`src/rtl/fp_normalize_pack.sv`:
```
// fp_normalize_pack: normalizes a raw adder magnitude, rounds it and packs it as
// an IEEE-754 single. One result is in flight at a time (valid/ready on both sides).
// Optional feature macro: FPN_ROUND_NEAREST_EN selects round-to-nearest-even.
// When the macro is undefined, results are truncated.
module fp_normalize_pack (
  input  logic        clk,
  input  logic        rst_n,
  input  logic        in_valid,
  output logic        in_ready,
  input  logic        in_sign,
  input  logic [7:0]  in_exp,
  input  logic [24:0] in_mant,
  input  logic [2:0]  in_grs,
  output logic        out_valid,
  input  logic        out_ready,
  output logic [31:0] result,
  output logic        overflow
);

  localparam int unsigned EXP_W     = 9;   // one spare bit so exp+1 past 255 is visible
  localparam int unsigned MANT_W    = 25;
  localparam int unsigned CNT_W     = 5;
  localparam int unsigned MAX_SHIFT = 23;
  localparam int unsigned ST_W      = 3;

  localparam logic [ST_W-1:0] IDLE  = 3'd0;
  localparam logic [ST_W-1:0] NORM  = 3'd1;
  localparam logic [ST_W-1:0] SHIFT = 3'd2;
  localparam logic [ST_W-1:0] ROUND = 3'd3;
  localparam logic [ST_W-1:0] DONE  = 3'd4;

  logic [ST_W-1:0]   state_q, state_d;
  logic              sign_q, sign_d;
  logic [EXP_W-1:0]  exp_q, exp_d;
  logic [MANT_W-1:0] mant_q, mant_d;
  logic              g_q, g_d;
  logic              r_q, r_d;
  logic              s_q, s_d;
  logic [CNT_W-1:0]  cnt_q, cnt_d;
  logic [31:0]       result_q, result_d;
  logic              overflow_q, overflow_d;
  logic              out_valid_q, out_valid_d;
  logic              in_ready_q, in_ready_d;

  logic [MANT_W-1:0] rnd_mant;
  logic [EXP_W-1:0]  rnd_exp;
  logic              inc;

  // State, datapath and registered outputs
  always_ff @(posedge clk or negedge rst_n) begin
    if (!rst_n) begin
      state_q     <= IDLE;
      sign_q      <= 1'b0;
      exp_q       <= '0;
      mant_q      <= '0;
      g_q         <= 1'b0;
      r_q         <= 1'b0;
      s_q         <= 1'b0;
      cnt_q       <= '0;
      result_q    <= '0;
      overflow_q  <= 1'b0;
      out_valid_q <= 1'b0;
      in_ready_q  <= 1'b1;
    end else begin
      state_q     <= state_d;
      sign_q      <= sign_d;
      exp_q       <= exp_d;
      mant_q      <= mant_d;
      g_q         <= g_d;
      r_q         <= r_d;
      s_q         <= s_d;
      cnt_q       <= cnt_d;
      result_q    <= result_d;
      overflow_q  <= overflow_d;
      out_valid_q <= out_valid_d;
      in_ready_q  <= in_ready_d;
    end
  end

  // Next-state, datapath step and packing for each FSM state
  always_comb begin
    state_d    = state_q;
    sign_d     = sign_q;
    exp_d      = exp_q;
    mant_d     = mant_q;
    g_d        = g_q;
    r_d        = r_q;
    s_d        = s_q;
    cnt_d      = cnt_q;
    result_d   = result_q;
    overflow_d = overflow_q;
    rnd_mant   = '0;
    rnd_exp    = '0;
    inc        = 1'b0;

    case (state_q)
      IDLE: begin
        if (in_valid && in_ready_q) begin
          sign_d  = in_sign;
          exp_d   = {1'b0, in_exp};
          mant_d  = in_mant;
          g_d     = in_grs[2];
          r_d     = in_grs[1];
          s_d     = in_grs[0];
          cnt_d   = '0;
          state_d = NORM;
        end
      end

      NORM: begin
        if (exp_q == 9'd255) begin
          // Inf/NaN operand passes straight through
          result_d   = {sign_q, 8'hFF, mant_q[22:0]};
          overflow_d = 1'b0;
          state_d    = DONE;
        end else if (mant_q == '0 && {g_q, r_q, s_q} == 3'b000) begin
          // Exact cancellation always yields +0
          result_d   = 32'h0000_0000;
          overflow_d = 1'b0;
          state_d    = DONE;
        end else if (mant_q[24]) begin
          // Carry out: one right shift, the dropped bit becomes the new guard
          mant_d  = {1'b0, mant_q[24:1]};
          g_d     = mant_q[0];
          r_d     = g_q;
          s_d     = r_q | s_q;
          exp_d   = exp_q + 9'd1;
          state_d = ROUND;
        end else if (mant_q[23]) begin
          state_d = ROUND;
        end else if (exp_q > 9'd1) begin
          state_d = SHIFT;
        end else begin
          exp_d   = '0;
          state_d = ROUND;
        end
      end

      SHIFT: begin
        // One left shift per cycle; guard feeds the LSB, sticky is kept
        mant_d = {mant_q[23:0], g_q};
        g_d    = r_q;
        r_d    = 1'b0;
        exp_d  = exp_q - 9'd1;
        cnt_d  = cnt_q + 5'd1;
        if (mant_q[22] || exp_q == 9'd2 || cnt_q == CNT_W'(MAX_SHIFT - 1)) begin
          state_d = ROUND;
          if (!mant_q[22]) begin
            exp_d = '0;
          end
        end
      end

      ROUND: begin
`ifdef FPN_ROUND_NEAREST_EN
        inc = g_q & (r_q | s_q | mant_q[0]);
`else
        inc = 1'b0;
`endif
        rnd_mant = {1'b0, mant_q[23:0]} + MANT_W'(inc);
        rnd_exp  = exp_q;
        if (rnd_mant[24]) begin
          rnd_mant = {1'b0, rnd_mant[24:1]};
          rnd_exp  = exp_q + 9'd1;
        end else if (exp_q == '0 && rnd_mant[23]) begin
          // A denormal that rounds up into the hidden bit becomes the smallest normal
          rnd_exp = 9'd1;
        end
        if (rnd_exp >= 9'd255) begin
          result_d   = {sign_q, 8'hFF, 23'h0};
          overflow_d = 1'b1;
        end else begin
          result_d   = {sign_q, rnd_exp[7:0], rnd_mant[22:0]};
          overflow_d = 1'b0;
        end
        state_d = DONE;
      end

      DONE: begin
        if (out_ready) begin
          state_d = IDLE;
        end
      end

      default: begin
        state_d = IDLE;
      end
    endcase

    out_valid_d = (state_d == DONE);
    in_ready_d  = (state_d == IDLE);
  end

  assign in_ready  = in_ready_q;
  assign out_valid = out_valid_q;
  assign result    = result_q;
  assign overflow  = overflow_q;

endmodule

```
`config.mk`:
```
export PLATFORM = sky130hd
export DESIGN_NAME = fp_normalize_pack
export DESIGN_NICKNAME = d
export VERILOG_FILES = /design/src/rtl/fp_normalize_pack.sv
export SDC_FILE = /design/constraint.sdc
export NUM_CORES = 1
export LEC_CHECK = 0
export ABC_AREA = 0
export CORE_AREA = 2 2 90 92
export CTS_BUF_LIST = sky130_fd_sc_hd__clkbuf_4
export DETAILED_ROUTE_END_ITERATION = 8
export DIE_AREA = 0 0 92 94
export HOLD_SLACK_MARGIN = 0.06
export PLACE_DENSITY = 0.94
export SKIP_LAST_GASP = 1
export SLEW_MARGIN = 20
export SYNTH_ARGS = -nofsm -noshare
export SYNTH_HDL_FRONTEND = slang
export SYNTH_SLANG_ARGS = --single-unit
```
`constraint.sdc`:
```
create_clock -name clk -period 6 [get_ports clk]
set_input_delay 1.2 -clock clk [delete_from_list [all_inputs] [get_ports clk]]
set_output_delay 1.2 -clock clk [all_outputs]
set_load 0.005 [all_outputs]
```
==> results.md, run 1 <==
- Status: completed
- PnR worst setup slack: 3.07 ns
- DR iter-0 viols: 513
- DRT antenna net count: 0
- Hold Vio Cnt, Final: 0
- Post-synth net total: 477
- Layout Nets: 536
- Initial antenna violation count: 1
- CTS max path bufs: 2
- Port bufs: 75
- Final core utilization: 70.1%
- Post-synth top cells: dfrtp_1 (80), inv_1 (42), a22o_1 (28), o22ai_1 (28), mux2i_1 (26)
- Crit path launch type: register
- Hold crit path type: reg2reg
- Worst EP required: 6.31 ns
- Number of setup violations in the final report: 0
- Clock Power Share: 11.9%
- DRC Markers: 0
- # rows: 32
- Worst setup EP type: register
- Final Cycle Share: 48.9%
- Die area: 8650 um2
- Slowest CP cell: dfrtp_1
- Async S/R FF share, synth: 100%
- Syn_area_per_cell: 10.3 um2
- Initial core utilization: 57.9%
- Synthesized cell area: 4400 um2
- Final Power: 3.15 mW
- Setup bufs post-CTS: 0
- Num CTS Buffers: 9
- GPL Wtd Cong: 0.894
- Critical path class: reg2reg
- Final Non-Filler Cells: 595
- Placed Instances: 577
- CP max stage delay: 1.08 ns
- Cell count after synthesis: 428
- Post-DP HPWL: 7790 um
- Vias in the first global route: 3,538
- Yosys top cell area share: 45.5%
- First drt pass iteration count: 5
- Slew Limit Fails: 0
- Total of max-cap violations: 0
- Synth top area cells: dfrtp_1 (45%), mux2i_1 (5.9%), a22o_1 (5.6%)
- Most used DFF post-synth: dfrtp_1
- Clock latency on the worst-skew pair: 0.44 ns
- Filler cells: 551
- Final min period: 2.93 ns
- Top-count cell post-synth: dfrtp_1
- Clock sink count: 81
- Clock transition at path regs: 0.13 ns
- Flop pwr share: 37.4%
- Number of top-level pins: 76
- Die height: 94 um
- NetSw: 1.35 mW
- Unrepaired setup endpoints after global routing: false
- P_int: 1.80 mW
- CP Max Fanout: 33
- Post-place setup slack: 2.93 ns
- Area Overhead vs Synth: 21.1%
- Hold-fix buffers at CTS: 0
- Total Routed Length: 11,700 um
- Die width: 92 um
- Tightest Pin Transition: 1.08 ns
- Drt wl/cell: 19.6 um
- Sw frac: 42.9%
- Layout cells sized above 1: 7.72%
- CTS tree: built
- Yosys cell types: 58
- Combinational power share: 50.7%
- Slew HR: 27.7%
- PD cells: 591 nW/um2
- Peak supply drop: 0.000317 V
- Clock root cell: clkbuf_4
- WHS: 0.501 ns
- Register area share after synthesis: 46.1%
- Largest net degree at the start of global routing: 82
- CP most frequent cell: nand2_1
- Gr ovfl total: 0
- Synth Warn #: 0
- Core area: 7610 um2
- Worst-path cell chain: nor2_1 > nand2_1 > nand2_1 > o22ai_1 > mux2i_1
- Worst Skew: 0.0156 ns
- Flops & latches, synth: 81
- FMAX: 0.341 GHz
- First-pass GRT wire length: 18,600 um
- Pleak: 2.28 nW
- H-tree Lvls: 3
- Crit path DAT: 3.24 ns
- Placed Area: 5130 um2
- Vias: 3,847
- Vias per inst: 6.47
- GRT Total Usage: 27.8%
- Post-cts resize count: 0
- Setup tns final: 0 ns
- EDFF count, synth: 0
- Post-route cell area: 5330 um2
- Cell taking the most area after synthesis: dfrtp_1
## final timing paths
path / from / cells past startpoint / slack, ns / end
min in group asynchronous: rst_n / 1 / 0.65 / mant_q[7]
max in group asynchronous: rst_n / 2 / 4.75 / cnt_q[4]
worst min register to register: overflow / 1 / 0.50 / overflow
worst max register to register: state_q[2] / 5 / 3.07 / mant_q[19]
worst min-delay path: overflow / 1 / 0.50 / overflow
worst max-delay path: state_q[2] / 5 / 3.07 / mant_q[19]
## power by group through the flow
stage / logic, mW / clock network [mW] / registers [mW]
final: 1.60 / 0.376 / 1.18
after global routing: 1.73 / 0.401 / 1.22
after CTS: 1.58 / 0.377 / 1.16
after floorplan: 1.19 / 0 / 1.04
after detailed placement: 1.56 / 0 / 1.17
after global placement: 1.50 / 0 / 1.16
## cells in the final DEF (no fill, tap or decap), types with 3 or more instances in the layout
cell type	instances
dfrtp_1	80
clkdlybuf4s50_1	74
inv_1	42
a22o_1	28
o22ai_1	28
mux2i_1	26
o22a_1	24
nand2_1	19
o21ai_0	14
nor2_1	12
nand3_1	11
a22oi_1	10
clkbuf_4	10
nor4_1	9
ha_1	8
or3_1	7
nor3_1	6
a21oi_1	5
a221oi_1	5
nand4_1	4
a21o_1	4
a221o_1	4
nand2b_1	3
xnor2_1	3
a31oi_1	3
buf_4	3
## final cells by class
class,instances,area (um2),area share [%]
clock inverter,6,90.1,1.69
multi-input combinational,275,2060,38.6
sequential,81,2030,38.0
clock buffer,10,75.1,1.41
tap,102,128,2.39
timing repair buffer,78,791,14.8
antenna,1,2.50,0.0469
inverter,42,158,2.96
## cell families after synthesis
logic type      synth area share (%)
compound gates                  25.2
simple gates                    11.7
flops                           46.1
buf+inv                         7.39
mux                             6.42
fa+ha+maj                       2.27
xor+xnor                       0.995
## registers in the layout, summed over array words and instances (netlist names)
register and cells:
result 32, mant_q 25, exp_q 9, cnt_q 5
state_q 3, g_q 1, in_ready 1, out_valid 1
overflow 1, r_q 1, s_q 1, sign_q 1
## critical path: cells and delay by family (launching register included)
family	cells	cell delay, ns
multiplexers	1	0.14
flip-flops	1	1.08
AO/OA/AOI/OAI	1	0.39
AND/OR/NAND/NOR	3	1.18
## routing by layer
layer | share of wire, % | GRT usage [%]
met1 | 44 | 40.5
met2 | 47 | 41.7
met3 | 7.5 | 4.90
met4 | 2.3 | 10.4
met5 | 0 | 0
(Power assumes the default switching activity.)
==> run 2, diff against run 1 <==
Settings changed: CORE_AREA 2 2 90 92 to 2 2 97 99, DIE_AREA 0 0 92 94 to 0 0 99 101, PLACE_DENSITY 0.94 to 0.86.
Clock period 6 ns to 2.5 ns, I/O delays scaled along.
==> results.md, run 2 (synthesized netlist as in run 1, its figures left out) <==
- Status: completed
- Vias in the first global route: 3,763 (+6.4%)
- Hold path cells: 1 (unchanged)
- First-pass GRT wire length: 19,300 um (+3.6%)
- FMAX: 0.440 GHz (+29%)
- Stages on the worst setup path: 9 (+4)
- Initial antenna violation count: 0 (-1)
- Clock sink count: 81 (unchanged)
- Drt wl/cell: 19.0 um (-3.4%)
- PnR worst setup slack: 0.228 ns (-2.84 ns)
- Met1 Track Usage GR: 34.8% (-5.6 points)
- Worst EP required: 2.81 ns (-3.50 ns)
- Port bufs: 75 (unchanged)
- GPL Wtd Cong: 0.839 (-6.2%)
- Placed Instances: 604 (+4.7%)
- Commonest cells after routing, fill and taps aside: dfrtp_1 (80), clkdlybuf4s50_1 (74), inv_1 (42)
- Worst reg2reg path depth: 9 (+4)
- Post-place setup slack: 0.268 ns (-2.67 ns)
- Clock transition at path regs: 0.13 ns (about the same)
- Gr ovfl total: 0 (unchanged)
- Hold crit path type: reg2reg
- CP Max Fanout: 11 (-67%)
- Hold Vio Cnt, Final: 0 (unchanged)
- Total Routed Length: 11,800 um (+0.82%)
- Pleak: 2.35 nW (+3.1%)
- Num CTS Buffers: 9 (unchanged)
- Post-route cell area: 5460 um2 (+2.4%)
- Unrepaired setup endpoints after global routing: false
- Clock latency on the worst-skew pair: 0.44 ns (about the same)
- Vias per inst: 6.29 (-2.7%)
- Die area: 10000 um2 (+16%)
- Post-DP HPWL: 8470 um (+8.8%)
- Crit path DAT: 2.58 ns (-0.66 ns)
- Filler cells: 699 (+27%)
- DRC Markers: 0 (unchanged)
- Worst setup EP type: register
- M3 GR Usage: 3.47% (-1.4 points)
- GRT Total Usage: 24.3% (-3.4 points)
- Setup tns final: 0 ns (unchanged)
- M2 GR Usage: 37.8% (-3.8 points)
- Critical Path Source: exp_q[1]
- Number of setup violations in the final report: 0 (unchanged)
- Number of top-level pins: 76 (unchanged)
- Die width: 99 um (+7.6%)
- RR Endpoint: exp_q[2]
- DRT antenna net count: 0 (unchanged)
- Layout cells sized above 1: 11.0% (+3.3 points)
- CP max stage delay: 0.43 ns (-0.65 ns)
- PD cells: 1410 nW/um2 (+140%)
- Initial core utilization: 49.0% (-8.8 points)
- Final Non-Filler Cells: 621 (+4.4%)
- FF-to-FF Start: exp_q[1]
- Final core utilization: 60.9% (-9.2 points)
- Area Overhead vs Synth: 24.1%
- Critical path class: reg2reg
- Total of max-cap violations: 0 (unchanged)
- CTS tree: built
- Most common cell after layout, fill and taps aside: dfrtp_1
- Reg2Reg Setup Slack: 0.23 ns (-2.84 ns)
- Peak supply drop: 0.000511 V (+61%)
- Final Cycle Share: 90.9% (+42 points)
- Slowest CP cell: dfrtp_1
- Worst path top cell family by delay: compound AO/OA/AOI/OAI gates
- Ant. Diodes: 0 (-1)
- WHS: 0.507 ns (+0.00649 ns)
- Core area: 8980 um2 (+18%)
- Final min period: 2.27 ns (-0.659 ns)
- Max reg flops: 32 (unchanged)
- Die height: 101 um (+7.4%)
- Worst-path cell chain: ha_1 > nand3_1 > nor2_1 > ha_1 > nor2_1 > o21ai_2 > buf_4 > a221oi_1 > o221ai_1
- Worst Skew: 0.0206 ns (+0.00507 ns)
- Worst Path Buf+Inv: 1 (+1)
- Tightest Pin Transition: 1.02 ns (-0.0683 ns)
- Placed Area: 5300 um2 (+3.3%)
- Largest net degree at the start of global routing: 44 (-46%)
- Clock root cell: clkbuf_4
- Vias: 3,908 (+1.6%)
- Setup bufs post-CTS: 0 (unchanged)
- CP Capture Point: exp_q[2]
- Final Power: 7.70 mW (+140%)
- Crit path launch type: register
- H-tree Lvls: 3 (unchanged)
- First drt pass iteration count: 7 (+2)
- GRT busiest layer: met2
- Slew HR: 32.2% (+4.6 points)
- CTS max path bufs: 2 (unchanged)
- Hold_sp: overflow
- Layout Nets: 554 (+3.4%)
- DR iter-0 viols: 316 (-38%)
- Slew Limit Fails: 0 (unchanged)
- # rows: 35 (+9.4%)
==> run 2: worst reg2reg max path: cells and delay by family (launching register included) <==
kind	cells	cell delay [ns]
flops	1	0.43
buf+inv	1	0.21
simple gates	3	0.37
fa+ha+maj	2	0.47
compound gates	3	0.67
==> run 2: power by group <==
| group | internal [mW] | switching [mW] | leakage (nW) |
|---|---|---|---|
| Combinational | 2.12 | 2.16 | 1.29 |
| Sequential | 1.97 | 0.629 | 0.980 |
| Clock | 0.330 | 0.494 | 0.0755 |
==> run 2: worst min path at each step <==
| stage | end | slack [ns] |
|---|---|---|
| after CTS | cnt_q[3] | 0.52 |
| after detailed placement | result[5] | 0.49 |
| after global routing | overflow | 0.54 |
| after floorplan | cnt_q[0] | 0.20 |
| final | overflow | 0.51 |
| after global placement | overflow | 0.47 |
==> run 2: final cells by class <==
class / count / area, um2 / share of cell area [%]
Inverter: 42 / 158 / 2.89
Clock inverter: 6 / 73.8 / 1.35
Multi-Input combinational cell: 275 / 2060 / 37.6
Timing Repair Buffer: 96 / 933 / 17.1
Sequential cell: 81 / 2030 / 37.1
Tap cell: 111 / 139 / 2.54
Clock buffer: 10 / 75.1 / 1.37
==> run 2: layer usage <==
layer | vias to the layer above | wire length, um
met4 | 0 | 253
met3 | 23 | 938
met5 | - | 0
met1 | 1919 | 5100
li1 | 1764 | -
met2 | 202 | 5480
==> run 2: timing repair <==
item,4_1_cts,5_1_grt
gates resized for setup,0,0
hold buffers,1,0
endpoints found under the hold margin,37,0
==> run 3, diff against run 2 <==
Settings changed: RECOVER_POWER set to 100, REMOVE_ABC_BUFFERS set to 1.
==> results.md, run 3 (synthesized netlist as in run 1, its figures left out) <==
- Setup tns final: 0 ns (unchanged)
- Status: completed
- M2 GR Usage: 38.5% (+0.68 points)
- Clock transition at path regs: 0.15 ns (+0.02 ns)
- P_int: 4.21 mW (-4.7%)
- Total Routed Length: 12,100 um (+2.7%)
- Layout Nets: 557 (+0.54%)
- DR iter-0 viols: 272 (-14%)
- Final Power: 7.53 mW (-2.3%)
- Peak supply drop: 0.000723 V (+42%)
- Clock sink count: 81 (unchanged)
- Post-DP HPWL: 8630 um (+1.9%)
- FMAX: 0.438 GHz (-0.56%)
- Initial antenna violation count: 0 (unchanged)
- GPL Wtd Cong: 0.945 (+13%)
- Die height: 101 um (unchanged)
- Worst EP required: 2.84 ns (+0.03 ns)
- Clock Power Share: 10.5% (-0.2 points)
- Vias per inst: 6.28 (-0.20%)
- Final min period: 2.28 ns (+0.0128 ns)
- Tightest Pin Transition: 0.997 ns (-0.0197 ns)
- CP Max Fanout: 12 (+1)
- Post-route cell area: 5440 um2 (-0.48%)
- Total of max-cap violations: 0 (unchanged)
- Gr ovfl total: 0 (unchanged)
- Vias in the first global route: 3,911 (+3.9%)
- Hold crit path type: reg2reg
- Number of setup violations in the final report: 0 (unchanged)
- Die area: 10000 um2 (unchanged)
- Hold Vio Cnt, Final: 0 (unchanged)
- Flop pwr share: 34.5% (+0.8 points)
- Most common cell after layout, fill and taps aside: dfrtp_1
- Slew Limit Fails: 0 (unchanged)
- Combinational power share: 55.0% (-0.6 points)
- Ant. Diodes: 0 (unchanged)
- Vias: 3,919 (+0.28%)
- GRT Total Usage: 25.4% (+1.1 points)
- First drt pass iteration count: 5 (-2)
- M3 GR Usage: 3.74% (+0.28 points)
- H-tree Lvls: 3 (unchanged)
- Port bufs: 75 (unchanged)
- Largest net degree at the start of global routing: 40 (-9.1%)
- Placed Area: 5330 um2 (+0.42%)
- Number of top-level pins: 76 (unchanged)
- First-pass GRT wire length: 20,200 um (+5.0%)
- GRT busiest layer: met2
- Commonest cells after routing, fill and taps aside: dfrtp_1 (80), inv_1 (42), clkdlybuf4s50_1 (40)
- DRT antenna net count: 0 (unchanged)
- Sw frac: 44.0% (+1.4 points)
- Clock root cell: clkbuf_4
- Num CTS Buffers: 9 (unchanged)
- Crit path DAT: 2.62 ns (+0.04 ns)
- Layout cells sized above 1: 10.5% (-0.45 points)
- Final Cycle Share: 91.4% (+0.51 points)
- Area Overhead vs Synth: 23.5%
- Die width: 99 um (unchanged)
- WHS: 0.512 ns (+0.00506 ns)
- Filler cells: 749 (+7.2%)
- Pleak: 2.39 nW (+1.8%)
- Unrepaired setup endpoints after global routing: false
- CTS max path bufs: 2 (unchanged)
- CTS tree: built
- Critical path class: reg2reg
- DRC Markers: 0 (unchanged)
- Initial core utilization: 49.0% (unchanged)
- # rows: 35 (unchanged)
- Worst setup EP type: register
- Crit path launch type: register
- PD cells: 1380 nW/um2 (-1.8%)
- Slew HR: 33.5% (+1.3 points)
- Core area: 8980 um2 (unchanged)
- Met1 Track Usage GR: 35.7% (+0.90 points)
- Worst Skew: 0.0280 ns (+0.00735 ns)
- Clock latency on the worst-skew pair: 0.47 ns (+0.03 ns)
- Max reg flops: 32 (unchanged)
- NetSw: 3.31 mW (+1.0%)
- Drt wl/cell: 19.4 um (+2.2%)
## run 3: path summary, 6_finish.rpt
| check | cells past startpoint | endpoint | slack, ns | startpoint |
|---|---|---|---|---|
| setup / recovery | 9 | exp_q[3] | 0.22 | exp_q[0] |
| hold / removal | 1 | result[30] | 0.51 | result[30] |
| setup reg to reg | 9 | exp_q[3] | 0.22 | exp_q[0] |
| hold reg to reg | 1 | result[30] | 0.51 | result[30] |
| max in group asynchronous | 3 | result[30] | 0.49 | rst_n |
| min in group asynchronous | 2 | mant_q[7] | 0.71 | rst_n |
## run 3: what timing repair did
item                                   in CTS  in global routing
setup endpoints to repair                   0                 18
gates resized for setup                     0                  1
endpoints found under the hold margin      36                  0
hold buffers                                1                  0
buffers inserted                            0                  0
## run 3: power by group through the flow
| stage | combinational, mW | sequential (mW) | clock, mW |
|---|---|---|---|
| CTS | 4.24 | 2.60 | 0.795 |
| finish | 4.14 | 2.60 | 0.790 |
| floorplan | 2.55 | 2.59 | 0 |
| detailed placement | 4.21 | 2.63 | 0 |
| global route | 4.53 | 2.69 | 0.861 |
| global placement | 4.08 | 2.59 | 0 |
## run 3: area by class of cell
cell class / instances / area (um2) / share of cell area [%]
inverters: 42 / 158 / 2.90
clock buffers: 9 / 67.6 / 1.24
multi-input cells: 275 / 2050 / 37.7
clock inverters: 7 / 67.6 / 1.24
flip-flops and latches: 81 / 2030 / 37.3
repair buffers: 99 / 928 / 17.1
well taps: 111 / 139 / 2.55
## run 3: layer usage
layer	vias to the layer above	share of wire (%)
met1	1935	44
met4	0	3.1
met3	34	5.8
met5	-	0
li1	1771	-
met2	179	47
## run 3: metrics by stage
stage | std cells | setup WS [ns] | utilization [%]
floorplan | 398 | -1.11 | -
global placement | 607 | 0.268 | 59.3
detailed placement | 607 | 0.232 | 59.3
CTS | 624 | 0.223 | 60.9
global route | 624 | 0.0223 | 60.6
finish | 624 | 0.215 | 60.6
## run 3: worst max-delay path: stages (launching register included)
cell      delay (ns)
dfrtp_1         0.50
ha_1            0.26
nand3_1         0.10
nor2_1          0.05
ha_1            0.21
nor2_1          0.19
o21ai_4         0.16
clkbuf_2        0.18
a221oi_1        0.34
o22ai_1         0.15
